===== src/rtl/router_pkg.sv =====
`default_nettype none
// ============================================================================
//  Module      : router_pkg
//  Description : Shared types and constants for the sequential input router
//                address-generation stage.
//                  - wag_state_e         : window address generator FSM states
//                  - DEFAULT_KERNEL_SIZE : default convolution kernel side K
//                  - STRIDE_W            : width of the stride field (S = 1..3)
//  Revision    : 1.0 - initial release
// ============================================================================
package router_pkg;

    // Default kernel side used by the address generator and its counter.
    localparam int DEFAULT_KERNEL_SIZE = 3;

    // Stride is carried on a 2-bit field; 0 is an illegal configuration.
    localparam int STRIDE_W = 2;

    // Window address generator states, explicitly encoded.
    typedef enum logic [1:0] {
        IDLE = 2'd0,
        GEN  = 2'd1,
        DONE = 2'd2
    } wag_state_e;

endpackage : router_pkg
`default_nettype wire


===== src/rtl/ofmap_pos_counter.sv =====
`default_nettype none
// ============================================================================
//  Module      : ofmap_pos_counter
//  Description : Output-feature-map position counter. Holds the top-left
//                corner (pos_r, pos_c) of the current KxK window and steps it
//                in raster order by the stride S, truncating positions whose
//                window would run past the tile edge.
//  Ports       : i_clk      - clock
//                i_rst      - synchronous active-high reset (position -> 0,0)
//                i_load     - restart at position (0,0)
//                i_step     - advance to the next window position
//                i_i_size   - tile side I
//                i_stride   - stride S
//                o_pos_r    - current window row
//                o_pos_c    - current window column
//                o_last     - current position is the final one of the tile
//  Revision    : 1.0 - initial release
// ============================================================================
module ofmap_pos_counter
    import router_pkg::*;
#(
    parameter int ADDR_WIDTH  = 8,
    parameter int KERNEL_SIZE = DEFAULT_KERNEL_SIZE
) (
    input  logic                  i_clk,
    input  logic                  i_rst,
    input  logic                  i_load,
    input  logic                  i_step,
    input  logic [ADDR_WIDTH-1:0] i_i_size,
    input  logic [STRIDE_W-1:0]   i_stride,
    output logic [ADDR_WIDTH-1:0] o_pos_r,
    output logic [ADDR_WIDTH-1:0] o_pos_c,
    output logic                  o_last
);

    // Headroom for pos + S + K so the edge comparisons cannot wrap.
    localparam int c_SUM_W = ADDR_WIDTH + 3;

    logic [ADDR_WIDTH-1:0] pos_r_q, pos_r_d;
    logic [ADDR_WIDTH-1:0] pos_c_q, pos_c_d;
    logic [c_SUM_W-1:0]    w_col_reach;
    logic [c_SUM_W-1:0]    w_row_reach;
    logic                  w_col_wrap;
    logic                  w_row_wrap;

    // A further step along an axis is only legal if the window placed there
    // still fits inside the tile: next_pos + K <= I.
    always_comb begin
        w_col_reach = c_SUM_W'(pos_c_q) + c_SUM_W'(i_stride) + c_SUM_W'(KERNEL_SIZE);
        w_row_reach = c_SUM_W'(pos_r_q) + c_SUM_W'(i_stride) + c_SUM_W'(KERNEL_SIZE);
        w_col_wrap  = (w_col_reach > c_SUM_W'(i_i_size));
        w_row_wrap  = (w_row_reach > c_SUM_W'(i_i_size));
        o_last      = w_col_wrap & w_row_wrap;
    end

    always_comb begin
        pos_r_d = pos_r_q;
        pos_c_d = pos_c_q;
        if (i_load) begin
            pos_r_d = '0;
            pos_c_d = '0;
        end else if (i_step) begin
            if (w_col_wrap) begin
                pos_c_d = '0;
                pos_r_d = pos_r_q + ADDR_WIDTH'(i_stride);
            end else begin
                pos_c_d = pos_c_q + ADDR_WIDTH'(i_stride);
            end
        end
    end

    always_ff @(posedge i_clk) begin
        if (i_rst) begin
            pos_r_q <= '0;
            pos_c_q <= '0;
        end else begin
            pos_r_q <= pos_r_d;
            pos_c_q <= pos_c_d;
        end
    end

    assign o_pos_r = pos_r_q;
    assign o_pos_c = pos_c_q;

endmodule : ofmap_pos_counter
`default_nettype wire


===== src/rtl/window_addr_gen.sv =====
`default_nettype none
// ============================================================================
//  Module      : window_addr_gen
//  Description : Window address generator feeding the row group. For every
//                output pixel of a KxK convolution over a square row-major
//                tile it emits ADDR_LENGTH tile addresses plus the id of the
//                receiving row router (round-robin), with valid/ready
//                backpressure and a one-cycle done pulse.
//  Ports       : i_clk        - clock
//                i_rst        - synchronous active-high reset
//                i_reg_clear  - synchronous soft clear (same effect as reset)
//                i_start      - start pulse, honoured only in IDLE
//                i_i_size     - tile side I (latched at start)
//                i_stride     - stride S (latched at start)
//                i_ready      - downstream accepts the current window
//                o_ag_addr    - window addresses, entry 0 = top-left
//                o_ag_valid   - window valid
//                o_row_id     - binary index of the receiving row router
//                o_busy       - generating windows
//                o_done       - one-cycle end-of-run pulse
//                o_cfg_err    - sticky configuration error
//  Revision    : 1.0 - initial release
// ============================================================================
module window_addr_gen
    import router_pkg::*;
#(
    parameter int ROUTER_COUNT = 4,
    parameter int ADDR_WIDTH   = 8,
    parameter int KERNEL_SIZE  = DEFAULT_KERNEL_SIZE,
    parameter int ADDR_LENGTH  = 9
) (
    input  logic                                    i_clk,
    input  logic                                    i_rst,
    input  logic                                    i_reg_clear,
    input  logic                                    i_start,
    input  logic [ADDR_WIDTH-1:0]                   i_i_size,
    input  logic [STRIDE_W-1:0]                     i_stride,
    input  logic                                    i_ready,
    output logic [0:ADDR_LENGTH-1][ADDR_WIDTH-1:0]  o_ag_addr,
    output logic                                    o_ag_valid,
    output logic [ROUTER_COUNT-1:0]                 o_row_id,
    output logic                                    o_busy,
    output logic                                    o_done,
    output logic                                    o_cfg_err
);

    generate
        if (ADDR_LENGTH != KERNEL_SIZE * KERNEL_SIZE) begin : g_len_check
            $error("window_addr_gen: ADDR_LENGTH must equal KERNEL_SIZE*KERNEL_SIZE");
        end
    endgenerate

    // I*I is evaluated one bit wider than a full product so the 2**ADDR_WIDTH
    // limit itself is representable.
    localparam int c_SQ_W = 2 * ADDR_WIDTH + 1;

    wag_state_e                               state_q, state_d;
    logic [ADDR_WIDTH-1:0]                    i_size_q, i_size_d;
    logic [STRIDE_W-1:0]                      stride_q, stride_d;
    logic [0:ADDR_LENGTH-1][ADDR_WIDTH-1:0]   addr_q, addr_d;
    logic                                     valid_q, valid_d;
    logic [ROUTER_COUNT-1:0]                  row_id_q, row_id_d;
    logic                                     last_q, last_d;
    logic                                     cfg_err_q, cfg_err_d;

    logic                                     w_clr;
    logic                                     w_accept;
    logic                                     w_cfg_ok;
    logic [c_SQ_W-1:0]                        w_i_sq;
    logic                                     w_fill;
    logic                                     w_cnt_load;
    logic                                     w_cnt_step;
    logic [ADDR_WIDTH-1:0]                    w_pos_r;
    logic [ADDR_WIDTH-1:0]                    w_pos_c;
    logic                                     w_pos_last;
    logic [ADDR_WIDTH-1:0]                    w_base;
    logic [0:ADDR_LENGTH-1][ADDR_WIDTH-1:0]   w_win;
    logic [ROUTER_COUNT-1:0]                  w_row_id_next;

    assign w_clr    = i_rst | i_reg_clear;
    assign w_accept = valid_q & i_ready;

    // Configuration check on the live inputs, evaluated when start is seen.
    always_comb begin
        w_i_sq   = c_SQ_W'(i_i_size) * c_SQ_W'(i_i_size);
        w_cfg_ok = (i_stride != '0)
                 && (i_i_size >= ADDR_WIDTH'(KERNEL_SIZE))
                 && (w_i_sq <= (c_SQ_W'(1) << ADDR_WIDTH));
    end

    // The position counter always points at the next window to be loaded
    // into the output register. Loading the first window and refilling on
    // every non-final accept keeps one window per cycle with no bubble.
    assign w_fill     = (state_q == GEN) && (!valid_q || (w_accept && !last_q));
    assign w_cnt_load = (state_q == IDLE) && i_start && w_cfg_ok;
    assign w_cnt_step = w_fill && !w_pos_last;

    ofmap_pos_counter #(
        .ADDR_WIDTH  (ADDR_WIDTH),
        .KERNEL_SIZE (KERNEL_SIZE)
    ) u_pos_counter (
        .i_clk    (i_clk),
        .i_rst    (w_clr),
        .i_load   (w_cnt_load),
        .i_step   (w_cnt_step),
        .i_i_size (i_size_q),
        .i_stride (stride_q),
        .o_pos_r  (w_pos_r),
        .o_pos_c  (w_pos_c),
        .o_last   (w_pos_last)
    );

    // Window expansion. The config check guarantees I*I <= 2**ADDR_WIDTH,
    // so truncation to ADDR_WIDTH bits never loses a live address bit.
    always_comb begin
        w_base = ADDR_WIDTH'(w_pos_r * i_size_q) + w_pos_c;
        for (int k = 0; k < ADDR_LENGTH; k++) begin
            w_win[k] = w_base
                     + ADDR_WIDTH'((k / KERNEL_SIZE) * int'(i_size_q))
                     + ADDR_WIDTH'(k % KERNEL_SIZE);
        end
    end

    assign w_row_id_next = (row_id_q == ROUTER_COUNT'(ROUTER_COUNT - 1))
                         ? '0 : row_id_q + 1'b1;

    always_comb begin
        state_d   = state_q;
        i_size_d  = i_size_q;
        stride_d  = stride_q;
        addr_d    = addr_q;
        valid_d   = valid_q;
        row_id_d  = row_id_q;
        last_d    = last_q;
        cfg_err_d = cfg_err_q;

        case (state_q)
            IDLE: begin
                if (i_start) begin
                    i_size_d = i_i_size;
                    stride_d = i_stride;
                    row_id_d = '0;
                    valid_d  = 1'b0;
                    last_d   = 1'b0;
                    if (w_cfg_ok) begin
                        cfg_err_d = 1'b0;
                        state_d   = GEN;
                    end else begin
                        cfg_err_d = 1'b1;
                        state_d   = DONE;
                    end
                end
            end
            GEN: begin
                if (w_accept) begin
                    row_id_d = w_row_id_next;
                    if (last_q) begin
                        valid_d = 1'b0;
                        state_d = DONE;
                    end
                end
                if (w_fill) begin
                    addr_d  = w_win;
                    valid_d = 1'b1;
                    last_d  = w_pos_last;
                end
            end
            DONE: begin
                state_d = IDLE;
            end
            default: begin
                state_d = IDLE;
            end
        endcase
    end

    always_ff @(posedge i_clk) begin
        if (w_clr) begin
            state_q   <= IDLE;
            i_size_q  <= '0;
            stride_q  <= '0;
            addr_q    <= '0;
            valid_q   <= 1'b0;
            row_id_q  <= '0;
            last_q    <= 1'b0;
            cfg_err_q <= 1'b0;
        end else begin
            state_q   <= state_d;
            i_size_q  <= i_size_d;
            stride_q  <= stride_d;
            addr_q    <= addr_d;
            valid_q   <= valid_d;
            row_id_q  <= row_id_d;
            last_q    <= last_d;
            cfg_err_q <= cfg_err_d;
        end
    end

    assign o_ag_addr  = addr_q;
    assign o_ag_valid = valid_q;
    assign o_row_id   = row_id_q;
    assign o_busy     = (state_q == GEN);
    assign o_done     = (state_q == DONE);
    assign o_cfg_err  = cfg_err_q;

endmodule : window_addr_gen
`default_nettype wire


===== config.mk =====
export PLATFORM = sky130hd
export DESIGN_NAME = window_addr_gen
export DESIGN_NICKNAME = d
export VERILOG_FILES = /design/src/rtl/router_pkg.sv /design/src/rtl/ofmap_pos_counter.sv /design/src/rtl/window_addr_gen.sv
export SDC_FILE = /design/constraint.sdc
export NUM_CORES = 1
export LEC_CHECK = 0
export ABC_AREA = 1
export CAP_MARGIN = 20
export CORE_MARGIN = 3
export CORE_UTILIZATION = 48
export CTS_BUF_LIST = sky130_fd_sc_hd__clkbuf_4 sky130_fd_sc_hd__clkbuf_8 sky130_fd_sc_hd__clkbuf_16
export DETAILED_ROUTE_END_ITERATION = 8
export PLACE_DENSITY = 0.73
export SLEW_MARGIN = 40
export SYNTH_ARGS = -nofsm -noshare
export SYNTH_HDL_FRONTEND = slang
export SYNTH_SLANG_ARGS = --single-unit

===== constraint.sdc =====
create_clock -name i_clk -period 11.1 [get_ports i_clk]
set_input_delay 1.665 -clock i_clk [delete_from_list [all_inputs] [get_ports i_clk]]
set_output_delay 1.665 -clock i_clk [all_outputs]
set_load 0.02 [all_outputs]

Yosys cells after proc, flatten, opt, wreduce, memory -nomap -nowiden:

Cells that the tools add are included.
Widths: inputs -> output; s select.

* register bits after elaboration: 107
* bits of input ports: 15
* word-level logic and storage cells: 92

* add/subtract/negate cells: 16
* $mul: 2
* order comparisons: 4
* eq/ne operators: 9
* multiplexer cells: 18
* bitwise logic cells: 3
* reductions and logical operators: 22

Operator list (number)
* $add 8x1->8 const B: 3
* $add 8x2->8 const B: 3
* $add 8x8->8: 3
* $add 11x2->11 const B: 2
* $gt 11x8->1: 2
* $add 8x2->9: 2
* $add 8x2->8: 2
* $le 16x9->1 const B: 1
* $mul 8x8->16: 1
* $mux 4: 3
* $reduce_and 3->1: 3
* $ge 8x2->1 const B: 1
* $mul 8x8->8: 1
* $mux 2: 4
* $mux 8: 1
* $pmux 4 s2: 1
* $logic_and 1x1->1: 7
* $mux 1: 6
* $ne 2x1->1 const B: 3
* $ne 3x1->1 const B: 2
* $reduce_and 2->1: 3
* $add 4x1->4 const B: 1
* $eq 4x2->1 const B: 1
* $pmux 1 s2: 2
* 12 further kinds: 16

Longest topological paths before layout:

* depth in word-level cells: 7
* gate-level depth with buffers: 29

By module:

A second synthesis with hierarchy kept.

* cells, all modules: 1309
* area total of the unflattened synthesis: 9201.3 um^2

By module, submodules not included
* window_addr_gen: times used 1, cells each 1041, area each 7369.6 um^2, seq. area each 1721.7 um^2
* ofmap_pos_counter: times used 1, cells each 268, area each 1831.8 um^2, seq. area each 320.3 um^2

Worst setup path after synthesis:

OpenSTA, ideal clock, no wires.

* path type: input-to-reg
* from: input i_i_size[2]
* to: register u_pos_counter.pos_r_q[6], in the netlist u_pos_counter.o_pos_r[6]
* library setup time: 0.112 ns
* arrival time: 5.920 ns
* setup slack: 5.068 ns
* stages: 23
* cell sequence: clkbuf_1 > nand2_1 > inv_1 > fa_1 > fa_1 > inv_1 > fa_1 > fa_1 > inv_1 > ha_1 > a21oi_1 > o21ai_0 > nand2_1 > nand3_1 > nand2_1 > inv_1 > o21ai_0 > nand3_1 > nand2_1 > nand4_1 > nand2_2 > buf_4 > nor2_2

* word-level cells in the longest chain between the ends: 5
* elaborated cells on any way between the ends: 7

RTL lines
* start: declaration: RTL line window_addr_gen.sv:36 `input logic [ADDR_WIDTH-1:0] i_i_size,`
* $mul 8x8->16 / $ge 8x2->1 (equally long branches): RTL line window_addr_gen.sv:85, window_addr_gen.sv:87
* $le 16x9->1 / $logic_and 1x1->1 (equally long branches): RTL line window_addr_gen.sv:88, window_addr_gen.sv:87
* $logic_and 1x1->1 *: RTL line window_addr_gen.sv:88 `&& (w_i_sq <= (c_SQ_W'(1) << ADDR_WIDTH));`
* $logic_and 1x1->1 *: RTL line window_addr_gen.sv:95 `assign w_cnt_load = (state_q == IDLE) && i_start && w_cfg_ok;`
* $reduce_or 2->1 (no source line) *
* end signal: assignment: RTL line ofmap_pos_counter.sv:77 `pos_r_q <= pos_r_d;`
* end: declaration: RTL line ofmap_pos_counter.sv:39 `logic [ADDR_WIDTH-1:0] pos_r_q, pos_r_d;`

Every way passes the cells marked *; elsewhere a longest branch is shown, timed or not.
A chain may end at the register's enable or synchronous reset.

Worst setup path after layout:

* from: input i_i_size[2]
* to: register u_pos_counter.pos_r_q[1], in the netlist u_pos_counter.o_pos_r[1]

The elaborated chain is that of the path after synthesis.

==> flow_summary_export.csv <==
group,metric,value,unit
yosys,yosys.area.top_type_share,23.2,%
critical_path,end_kind,"flop",
cts,tritoncts,"yes",
timing,skew,14.2,ps
layout,diodes,0,
route,dr.pass1.iters,9,
critical_path,crit_required,11330,ps
yosys,synth.most_common_cell,"nand2_1",
layout,stdcell_area,10100,um^2
timing,finalHoldViolCount,0,
floorplan,ios,95,
global_route,grt_max_degree,84,
critical_path,cp-startpoint,"i_i_size[2]",
route,dr.first_iter.drc_count,604,
pwr,vdd_drop_max,0.0000753,V
critical_path,r2r_start,"i_size_q[0]$_SDFFE_PP0P_",
timing,rsz0062_at_grt,"no",
route,vias_per_cell,5.11,
placed_design,place_hpwl,16.8,mm
yosys,netlist_area,8790,um^2
cts,cts_buffer_depth,2,
yosys,ys_ff_latch,102,
pwr,p_switching,0.353,mW
cts,cts_max_level,3,
cts,worstSkewPairLatency,360,ps
placed_design,dp.cells,1540,
placed_design,io_buffers,94,
timing,slew_viol_final,0,
yosys,avgSynthCellArea,6.96,um^2
yosys,synth_edf_count,0,
route,drc_errors,0,
cts,hold_buffers,0,
yosys,yosys-top-cells-count,"nand2_1 (252), inv_1 (245), nor2_1 (127)",
critical_path,crit_chain,"clkdlybuf4s50_1, nand2_1, inv_1, fa_1, fa_1, inv_1, fa_1, fa_1, inv_1, ha_1, a21oi_1, o21ai_0, nand2_1, nand3_1, nand2_1, inv_1, o21ai_0, nand3_1, nand2_1, nand4_1, nand2_2, nor2_1",
timing,fin_crit,6560,ps
floorplan,dieArea,20000,um^2
yosys,synth.distinct_cells,42,
timing,fmax,152,MHz
floorplan,die_h,141,um
floorplan,start_util,49.9,%
placed_design,gp_congestion,0.852,
yosys,syn_nets,1409,
route,finalWirelength,21.7,mm
pwr,pwr-share-clk,32.4,%
global_route,first_global_vias,7373,
layout,drive_gt1_share,3.76,%
yosys,yosys-top-cells-area,"dfxtp_1 (23%), ha_1 (12%), nand2_1 (11%)",
critical_path,critPathSlowestCell,"clkdlybuf4s50_1",
route,routedWlPerCell,14.0,um
placed_design,place_area,9810,um^2
worst_hold_path,hp-class,"reg -> reg",
pwr,p_sw_share,35.3,%
timing,slew_headroom,50.3,%
timing,finalWorstSetupSlack,4540,ps
floorplan,dieWidth,141,um
critical_path,r2r_end,"o_ag_addr[13]$_SDFFE_PP0P_",
yosys,yosys.area.top_type,"dfxtp_1",
layout,final_cells,1556,
job,cap_violations,0,
critical_path,crit_path_start_kind,"input port",
yosys,ys_seq_area_share,23.2,%
critical_path,critPathMaxFanout,17,
pwr,seqPwrFrac,37.6,%
global_route,antenna_found_initial,0,
yosys,ys.flop_type,"dfxtp_1",
pwr,comb_power_share,29.9,%
pwr,cellLeakagePower,4.94,nW
placed_design,dp_slack,4170,ps
worst_hold_path,hold-path-cell-count,2,
critical_path,critical_path.endpoint,"u_pos_counter.o_pos_r[1]$_SDFFE_PP0P_",
cts,root_buffer,"clkbuf_16",
cts,clkSinkCount,102,
critical_path,critPathMaxStageDelay,760,ps
pwr,power_density,98.8,nW/um^2
route,vias,7957,
timing,setup_violations,0,
yosys,async_reset_ff_share,0,%
status,status,"completed",
cts,cts_inserted_buffers,9,
critical_path,rr_worst_depth,17,
timing,tightest_slew,746,ps
critical_path,r2r_slack,5450,ps
floorplan,fp.coreArea,17600,um^2
floorplan,rows,48,
timing,tns,0,ps
layout,area_growth_syn_to_layout,15.1,%
yosys,syn_inst,1263,
pwr,internal-power,0.646,mW
critical_path,critical_path_class,"in -> reg",
timing,final.period_utilization,59.1,%
global_route,grt_pass1_wl,35.7,mm
yosys,yosysWarnings,0,
cts,clk_pin_slew,80,ps
cts,cts_resized,0,
critical_path,cp.arrival,6790,ps
layout,final_nets,1472,
cts,cts_setup_buffers,0,
global_route,grt_overflow,0,
global_route,globalRouteTotalUtil,21.8,%
route,ant_nets,0,
-- cell usage in the layout (no fill, tap or decap), types with 7 or more instances in the layout --
master | synthesis | routed
xor2_1 | 40 | 40
nand2_1 | 252 | 252
inv_1 | 245 | 244
nor3_1 | 9 | 9
nand3_1 | 68 | 68
fa_1 | 46 | 46
o21ai_0 | 79 | 79
nand4_1 | 10 | 10
ha_1 | 85 | 85
nand2_2 | 7 | 7
clkbuf_16 | 0 | 9
xnor2_1 | 23 | 23
dfxtp_1 | 102 | 102
nor2_1 | 127 | 126
clkdlybuf4s50_1 | 0 | 94
a21oi_1 | 73 | 73
-- flip-flops by register name, indices dropped and copies added, names as in the netlist --
name and flops:
o_ag_addr 67, i_size_q 8, u_pos_counter.o_pos_c 8, u_pos_counter.o_pos_r 8
o_row_id 4, state_q 2, stride_q 2, last_q 1
o_ag_valid 1, o_cfg_err 1
-- area by class of cell --
type                    instances  area [um^2]
well taps                     225          282
inverters                     248          931
clock inverters                 7         73.8
clock buffers                   9          225
multi-input cells             868         5590
repair buffers                 97          963
fillers                      1686         7490
flip-flops and latches        102         2040
-- layer usage --
layer	vias to the layer above	global-route usage [%]	part of all wire, %
li1	4052	-	-
met3	37	2.63	4.8
met4	0	6.22	2.4
met2	202	37.9	49
met1	3666	28.5	43
met5	-	0	0
-- cell families after synthesis --
logic type      count (synthesis)  share of synthesized area (%)
buf+inv                       293                           13.1
compound gates                182                           11.1
xor+xnor                       65                           6.65
fa+ha+maj                     131                           22.6
simple gates                  490                           23.3
flops                         102                           23.2
-- power by group through the flow --
stage	clock network, mW	registers, mW	logic, mW
floorplan	0	0.383	0.232
global placement	0	0.384	0.290
detailed placement	0	0.384	0.296
CTS	0.329	0.376	0.299
global route	0.343	0.377	0.344
finish	0.324	0.376	0.299
-- worst max-delay path: cells and delay by family --
family	cells	cell delay, ps
AOI/OAI and AO/OA	3	530
adders and majority gates	5	2380
buffers and inverters	5	1020
and+or+nand+nor	9	1200
-- worst min-delay path by stage --
stage	start	endpoint	slack (ps)
finish	o_ag_addr[65]$_SDFFE_PP0P_	o_ag_addr[65]$_SDFFE_PP0P_	470
floorplan	stride_q[0]$_SDFFE_PP0P_	stride_q[0]$_SDFFE_PP0P_	490
detailed placement	o_ag_addr[65]$_SDFFE_PP0P_	o_ag_addr[65]$_SDFFE_PP0P_	460
global placement	o_ag_addr[65]$_SDFFE_PP0P_	o_ag_addr[65]$_SDFFE_PP0P_	450
global route	o_ag_addr[26]$_SDFFE_PP0P_	o_ag_addr[26]$_SDFFE_PP0P_	500
CTS	o_ag_addr[65]$_SDFFE_PP0P_	o_ag_addr[65]$_SDFFE_PP0P_	470
-- stage by stage --
stage / hold WS (ps) / utilization (%) / total power [mW]
after floorplan: 489 / - / 0.616
after global routing: 500 / 57.5 / 1.06
after global placement: 455 / 55.8 / 0.674
final: 470 / 57.5 / 0.999
after CTS: 470 / 57.5 / 1.00
after detailed placement: 457 / 55.8 / 0.681
(Power assumes the default switching activity.)
